**src/rtl/spi_sched_if.sv**
```systemverilog
// spi_sched_if: requester-side and downstream write-bus signals of spi_sched.
// Ports (signals):
//   rq_valid/rq_last [NUM_REQ]   per-requester word pending / word ends burst
//   rq_cfg/rq_div/rq_data        packed per-requester cfg, divider and data words
//   rq_ready [NUM_REQ]           one-cycle accept pulse back to the requester
//   m_req/m_address/m_data       downstream write request, address, data
//   m_ack                        downstream one-cycle acknowledge
// Modports: master = scheduler side, slave = requesters plus downstream target.
interface spi_sched_if #(
  parameter int DATA_WIDTH = 8,
  parameter int NUM_REQ = 4
);
  logic [NUM_REQ-1:0] rq_valid, rq_last, rq_ready;
  logic [NUM_REQ*DATA_WIDTH-1:0] rq_cfg, rq_div, rq_data;
  logic m_req, m_ack;
  logic [DATA_WIDTH-1:0] m_address, m_data;
  modport master (
    input  rq_valid, rq_last, rq_cfg, rq_div, rq_data, m_ack,
    output rq_ready, m_req, m_address, m_data
  );
  modport slave (
    output rq_valid, rq_last, rq_cfg, rq_div, rq_data, m_ack,
    input  rq_ready, m_req, m_address, m_data
  );
endinterface

```
**src/rtl/spi_sched.sv**
```systemverilog
// spi_sched: round-robin scheduler that programs cfg/divider and forwards data bursts downstream.
// Ports:
//   clk    system clock, rising edge
//   rst_n  asynchronous active-low reset
//   bus    spi_sched_if.master: requester valid/cfg/div/data/last/ready, downstream req/address/data/ack
//   busy   high while a grant is held
//   owner  index of the current or last granted requester
module spi_sched #(
  parameter int DATA_WIDTH = 8,
  parameter int NUM_REQ = 4,
  parameter int MAX_BURST = 6,
  parameter int DATA_ADDR = 2
) (
  input  logic clk,
  input  logic rst_n,
  spi_sched_if.master bus,
  output logic busy,
  output logic [$clog2(NUM_REQ)-1:0] owner
);
  localparam int OW = $clog2(NUM_REQ);
  localparam int CW = $clog2(MAX_BURST + 1);
  typedef enum logic [2:0] {IDLE, CFG, DIV, DATA, GAP} state_t;
  state_t state_q, state_d, nxt_q, nxt_d;
  logic [OW-1:0] owner_q, owner_d, last_q, last_d, win, idx;
  logic [CW-1:0] cnt_q, cnt_d;
  logic [DATA_WIDTH-1:0] data_q, data_d, shcfg_q, shcfg_d, shdiv_q, shdiv_d;
  logic busy_q, busy_d, lastw_q, lastw_d, shv_q, shv_d, found, hit;
  logic [DATA_WIDTH-1:0] cfg_a [NUM_REQ];
  logic [DATA_WIDTH-1:0] div_a [NUM_REQ];
  logic [DATA_WIDTH-1:0] dat_a [NUM_REQ];
  for (genvar g = 0; g < NUM_REQ; g++) begin : g_unpack
    assign cfg_a[g] = bus.rq_cfg[g*DATA_WIDTH +: DATA_WIDTH];
    assign div_a[g] = bus.rq_div[g*DATA_WIDTH +: DATA_WIDTH];
    assign dat_a[g] = bus.rq_data[g*DATA_WIDTH +: DATA_WIDTH];
  end
  // Search starts just after the last owner, so the previous owner has lowest priority.
  always_comb begin
    found = 1'b0;
    win = last_q;
    idx = last_q;
    for (int i = 1; i <= NUM_REQ; i++) begin
      idx = OW'((int'(last_q) + i) % NUM_REQ);
      if (!found && bus.rq_valid[idx]) begin
        found = 1'b1;
        win = idx;
      end
    end
  end
  // Downstream already holds the winner's settings: go straight to data.
  assign hit = shv_q && cfg_a[win] == shcfg_q && div_a[win] == shdiv_q;
  always_comb begin
    state_d = state_q;
    nxt_d = nxt_q;
    owner_d = owner_q;
    last_d = last_q;
    busy_d = busy_q;
    cnt_d = cnt_q;
    data_d = data_q;
    lastw_d = lastw_q;
    shcfg_d = shcfg_q;
    shdiv_d = shdiv_q;
    shv_d = shv_q;
    case (state_q)
      IDLE: if (found) begin
        owner_d = win;
        busy_d = 1'b1;
        cnt_d = '0;
        state_d = hit ? DATA : CFG;
        data_d = hit ? dat_a[win] : cfg_a[win];
        lastw_d = bus.rq_last[win];
      end
      CFG: if (bus.m_ack) begin
        shcfg_d = data_q;
        state_d = GAP;
        nxt_d = DIV;
      end
      DIV: if (bus.m_ack) begin
        shdiv_d = data_q;
        shv_d = 1'b1;
        state_d = GAP;
        nxt_d = DATA;
      end
      DATA: if (bus.m_ack) begin
        cnt_d = cnt_q + CW'(1);
        state_d = GAP;
        nxt_d = (lastw_q || cnt_q == CW'(MAX_BURST - 1)) ? IDLE : DATA;
        busy_d = !(lastw_q || cnt_q == CW'(MAX_BURST - 1));
        last_d = (lastw_q || cnt_q == CW'(MAX_BURST - 1)) ? owner_q : last_q;
      end
      GAP: begin
        // Word and its last flag are captured as the request is raised and held until ack.
        if (nxt_q == DIV) begin
          state_d = DIV;
          data_d = div_a[owner_q];
        end else if (nxt_q == DATA && bus.rq_valid[owner_q]) begin
          state_d = DATA;
          data_d = dat_a[owner_q];
          lastw_d = bus.rq_last[owner_q];
        end else begin
          state_d = IDLE;
          busy_d = 1'b0;
          last_d = owner_q;
        end
      end
      default: state_d = IDLE;
    endcase
  end
  always_ff @(posedge clk or negedge rst_n)
    if (!rst_n) begin
      state_q <= IDLE;
      nxt_q <= IDLE;
      owner_q <= '0;
      last_q <= OW'(NUM_REQ - 1);
      busy_q <= 1'b0;
      cnt_q <= '0;
      data_q <= '0;
      lastw_q <= 1'b0;
      shcfg_q <= '0;
      shdiv_q <= '0;
      shv_q <= 1'b0;
    end else begin
      state_q <= state_d;
      nxt_q <= nxt_d;
      owner_q <= owner_d;
      last_q <= last_d;
      busy_q <= busy_d;
      cnt_q <= cnt_d;
      data_q <= data_d;
      lastw_q <= lastw_d;
      shcfg_q <= shcfg_d;
      shdiv_q <= shdiv_d;
      shv_q <= shv_d;
    end
  assign bus.m_req = state_q == CFG || state_q == DIV || state_q == DATA;
  assign bus.m_address = state_q == DIV ? DATA_WIDTH'(1) : state_q == DATA ? DATA_WIDTH'(DATA_ADDR) : '0;
  assign bus.m_data = data_q;
  assign bus.rq_ready = (state_q == DATA && bus.m_ack) ? NUM_REQ'(1) << owner_q : '0;
  assign busy = busy_q;
  assign owner = owner_q;
endmodule

```
**src/flat_wrapper.sv**
```systemverilog
// flat-port wrapper written by rule: the top's interface ports become plain ports
module spi_sched_flat 
#(
  parameter int DATA_WIDTH = 8,
  parameter int NUM_REQ = 4,
  parameter int MAX_BURST = 6,
  parameter int DATA_ADDR = 2
)
  (clk, rst_n, busy, owner, bus_rq_valid, bus_rq_last, bus_rq_cfg, bus_rq_div, bus_rq_data, bus_m_ack, bus_rq_ready, bus_m_req, bus_m_address, bus_m_data);
  spi_sched_if #(.DATA_WIDTH(DATA_WIDTH), .NUM_REQ(NUM_REQ)) bus_i ();
  input  logic clk;
  input  logic rst_n;
  output logic busy;
  output logic [$clog2(NUM_REQ)-1:0] owner;
  input wire logic [$bits(bus_i.rq_valid)-1:0] bus_rq_valid;
  input wire logic [$bits(bus_i.rq_last)-1:0] bus_rq_last;
  input wire logic [$bits(bus_i.rq_cfg)-1:0] bus_rq_cfg;
  input wire logic [$bits(bus_i.rq_div)-1:0] bus_rq_div;
  input wire logic [$bits(bus_i.rq_data)-1:0] bus_rq_data;
  input wire logic [$bits(bus_i.m_ack)-1:0] bus_m_ack;
  output wire logic [$bits(bus_i.rq_ready)-1:0] bus_rq_ready;
  output wire logic [$bits(bus_i.m_req)-1:0] bus_m_req;
  output wire logic [$bits(bus_i.m_address)-1:0] bus_m_address;
  output wire logic [$bits(bus_i.m_data)-1:0] bus_m_data;
  assign bus_i.rq_valid = bus_rq_valid;
  assign bus_i.rq_last = bus_rq_last;
  assign bus_i.rq_cfg = bus_rq_cfg;
  assign bus_i.rq_div = bus_rq_div;
  assign bus_i.rq_data = bus_rq_data;
  assign bus_i.m_ack = bus_m_ack;
  assign bus_rq_ready = bus_i.rq_ready;
  assign bus_m_req = bus_i.m_req;
  assign bus_m_address = bus_i.m_address;
  assign bus_m_data = bus_i.m_data;
  spi_sched #(.DATA_WIDTH(DATA_WIDTH), .NUM_REQ(NUM_REQ), .MAX_BURST(MAX_BURST), .DATA_ADDR(DATA_ADDR)) u_core (.clk(clk), .rst_n(rst_n), .bus(bus_i), .busy(busy), .owner(owner));
endmodule
```
**config.mk**
```make
export PLATFORM = sky130hd
export DESIGN_NAME = spi_sched_flat
export DESIGN_NICKNAME = d
export VERILOG_FILES = /design/src/rtl/spi_sched_if.sv /design/src/rtl/spi_sched.sv /design/src/flat_wrapper.sv
export SDC_FILE = /design/constraint.sdc
export NUM_CORES = 1
export LEC_CHECK = 0
export CAP_MARGIN = 40
export CORE_MARGIN = 4
export CORE_UTILIZATION = 44
export DETAILED_ROUTE_END_ITERATION = 12
export PLACE_DENSITY = 0.89
export SKIP_CTS_REPAIR_TIMING = 1
export SLEW_MARGIN = 40
export SYNTH_ARGS = -nofsm -noshare
export SYNTH_HDL_FRONTEND = slang
export SYNTH_SLANG_ARGS = --single-unit
export TNS_END_PERCENT = 1
```
**constraint.sdc**
```tcl
create_clock -name clk -period 3.1 [get_ports clk]
set_clock_uncertainty 0.2 [all_clocks]
set_input_delay 0.775 -clock clk [delete_from_list [all_inputs] [get_ports clk]]
set_output_delay 0.775 -clock clk [all_outputs]
set_load 0.05 [all_outputs]
```
==> results.md <==
- run status: complete, but fails checks
- failing checks: setup timing
- Initial Utilization: 45.4%
- number of global-route vias before repair: 5,123
- transition time of the tightest slew-check pin: 0.730 ns
- Filler Cell Count: 764
- Port-buffer cells: 124
- share of the cycle needed by the critical path after routing: 110%
- die height: 106 um
- number of instances in the placed design: 808
- proportion of synthesized chip area in sequential cells: 23.2%
- syn_area_per_cell: 8.06 um^2
- number of enable-type register cells in the synthesized netlist: 0
- smallest hold slack: 0.247 ns
- main flop type after synthesis: dfrtp_1
- CTS tree: built
- Crit. End Element: flip-flop
- async set or reset register ratio after synthesis: 100%
- count of different cell masters after synthesis: 72
- cell types with the largest area share after synthesis: dfrtp_1 22%, mux4_2 9.6%, nand2_1 8.0%
- clock network latency to the later pin of the worst-skew pair: 0.30 ns
- final instance area: 6390 um^2
- final wirelength: 16.5 mm
- flip-flop and latch count after synthesis: 39
- routability congestion estimate from global placement: 0.994
- total half-perimeter wirelength after legalization and detailed placement: 12.7 mm
- power density over cell area: 927 nW/um^2
- post-detailed-route wirelength per cell: 20.0 um
- worst reg2reg startpoint: u_core.last_q[1]$_DFFE_PN1P_
- r2r worst-path depth: 10
- worst-path maximum fanout: 11
- most frequently used cell type in the post-synthesis netlist: nand2_1
- Final WS setup: -0.322 ns
- maximum buffer depth of the clock tree: 2
- crit path launch type: input port
- end of the worst register-to-register path: u_core.bus.m_data[4]$_DFFE_PN0P_
- critical path data required time: 3.12 ns
- Max Fclk: 292 MHz
- synthesized instance count: 523
- Final Non-Filler Cells: 826
- vias: 5,096
- number of nets in the layout: 805
- leakage power summed over all cells: 0.00261 uW
- utilization after layout: 68.8%
- antenna viol nets, final: 0
- Data arrival, critical path: 3.44 ns
- worst rel slew slack: 51.2%
- setup-violating endpoint count in the final report: 9
- cell area reported after detailed placement: 6020 um^2
- TritonCTS buffer count: 5
- Setup Crit Path Kind: input port to flip-flop
- RSZ-0062 raised after global routing: yes
- number of antenna violations at the first check in global routing: 0
- Post-synth top cells: 90 x nand2_1, 42 x nand3_1, 37 x dfrtp_1
- total iterations of the first detailed-routing run: 5
- number of H-tree levels: 2
- die width: 106 um
- proportion of layout cells with a drive suffix above 1: 24.8%
- Hold/Removal Path Class: input port to asynchronous set/reset pin
- vias per cell: 6.17
- Die Footprint: 11,200 um^2
- top-area cell type share of the netlist area: 22.0%
- num rows: 35
- Ports: 131
- register-to-register setup slack: -0.29 ns
- TritonCTS sink count: 39
- clock slew seen by the registers of the worst setup and hold paths: 0.09 ns
- total grt overflow: 0
- Tmin final: 3.42 ns
- number of DRC violations after detailed routing: 0
- pin count of the biggest net entering global routing: 40
- cell area after technology mapping: 4210 um^2
- aggregate global-route resource usage: 28.4%
- highest ir drop seen on vdd: 0.496 mV
- most area-hungry cell type in the Yosys netlist: dfrtp_1
- Slew Limit Fails: 0
- antenna cell count: 0
- global-route wire length before repair: 25.8 mm
- total of max-cap violations: 0
- area delta synth->final: 51.7%
- clock tree root buffer cell: clkbuf_8
- area inside the core boundary: 9280 um^2
- Yosys Warn Count: 0
- Fin. Hold Viols: 0
- First DRT Iteration DRCs: 410
where the power goes:
group	leakage (uW)	internal, uW	switching, uW
Clock	0.0000402	157	214
Combinational	0.00212	2000	2490
Sequential	0.000448	751	312
Total	0.00261	2910	3010
critical path, cell delays in order:
cell and delay [ns]:
buf_4 0.13, nor2b_4 0.13, o21a_1 0.23, buf_6 0.17, o31a_1 0.33, nor4_2 0.31
nor4_2 0.11, a2111oi_4 0.41, nand4_2 0.15, buf_6 0.17, or4_1 0.42, o211ai_1 0.10
cell usage in the layout, fill, tap and decap left out, drive strengths merged, types with 3 or more instances in the layout:
master	Yosys	layout
clkdlybuf4s50	0	112
nand2	91	91
buf	25	88
nand3	42	42
dfrtp	37	37
nor2	33	33
a21oi	22	22
o21ai	21	21
mux4	18	18
nand4	16	17
inv	16	16
mux2i	15	15
mux2	13	13
nor3	12	12
nor4	9	9
o211ai	8	8
or4	7	7
and3	7	7
nor2b	7	7
clkbuf	18	7
a211o	6	6
and4	6	6
or3	6	6
conb	1	6
o21a	6	6
a211oi	6	6
o31ai	6	6
nand2b	5	5
xnor2	5	5
and2	5	5
o22ai	5	5
a31oi	4	4
a221oi	4	4
xor2	3	3
o211a	3	3
o2111ai	3	3
a2111oi	3	3
how the worst max path moves through the flow:
stage                                from                          endpoint
after CTS                 bus_rq_valid[1]  u_core.bus.m_data[4]$_DFFE_PN0P_
after floorplan           bus_rq_valid[1]  u_core.bus.m_data[1]$_DFFE_PN0P_
after global placement    bus_rq_valid[1]  u_core.bus.m_data[3]$_DFFE_PN0P_
final                     bus_rq_valid[1]  u_core.bus.m_data[4]$_DFFE_PN0P_
after global routing      bus_rq_valid[1]  u_core.bus.m_data[5]$_DFFE_PN0P_
after detailed placement  bus_rq_valid[1]  u_core.bus.m_data[4]$_DFFE_PN0P_
area by class of cell:
type	instances	area [um^2]	area share [%]
clock buffer	5	68.8	1.08
clock inverter	3	20.0	0.313
inverter	16	60.1	0.940
multi-input combinational	431	3190	49.9
sequential	39	978	15.3
tap	129	161	2.53
timing repair buffer	203	1910	30.0
metal layers:
metal / GRT usage [%] / part of all wire, % / vias up
met3: 4.29 / 7.6 / 46
met5: 0 / 0 / -
met4: 10.7 / 3.6 / 0
met2: 48.1 / 50 / 302
met1: 36.5 / 39 / 2447
li1: - / - / 2301
metrics by stage:
step | power, uW | setup slack (ns) | setup TNS, ns
2_1_floorplan | 3670 | -0.220 | -2.29
3_3_place_gp | 4990 | -1.15 | -9.87
3_5_place_dp | 5110 | -1.23 | -10.96
4_1_cts | 5490 | -0.917 | -7.87
5_1_grt | 6290 | -0.394 | -3.46
6_report | 5920 | -0.322 | -2.58
registers in the layout, indices dropped and copies added, names as in the netlist:
register / flops
u_core.shdiv_q: 8
u_core.lastw_q: 1
u_core.busy: 1
u_core.last_q: 2
u_core.cnt_q: 3
u_core.state_q: 3
u_core.bus.m_data: 8
u_core.shcfg_q: 8
u_core.nxt_q: 2
u_core.shv_q: 1
u_core.owner: 2
cells by family after synthesis:
logic type               after synthesis  share of synthesized area [%]
AND/OR/NAND/NOR                      252                           30.7
AO/OA/AOI/OAI                        116                           20.4
buffers and inverters                 59                           6.68
multiplexers                          46                           16.7
flip-flops                            39                           23.2
XOR/XNOR                               8                           1.66
adder cells (fa/ha/maj)                2                          0.594
other                                  1                         0.0890
Note: power is estimated with default switching activity, not from simulation.
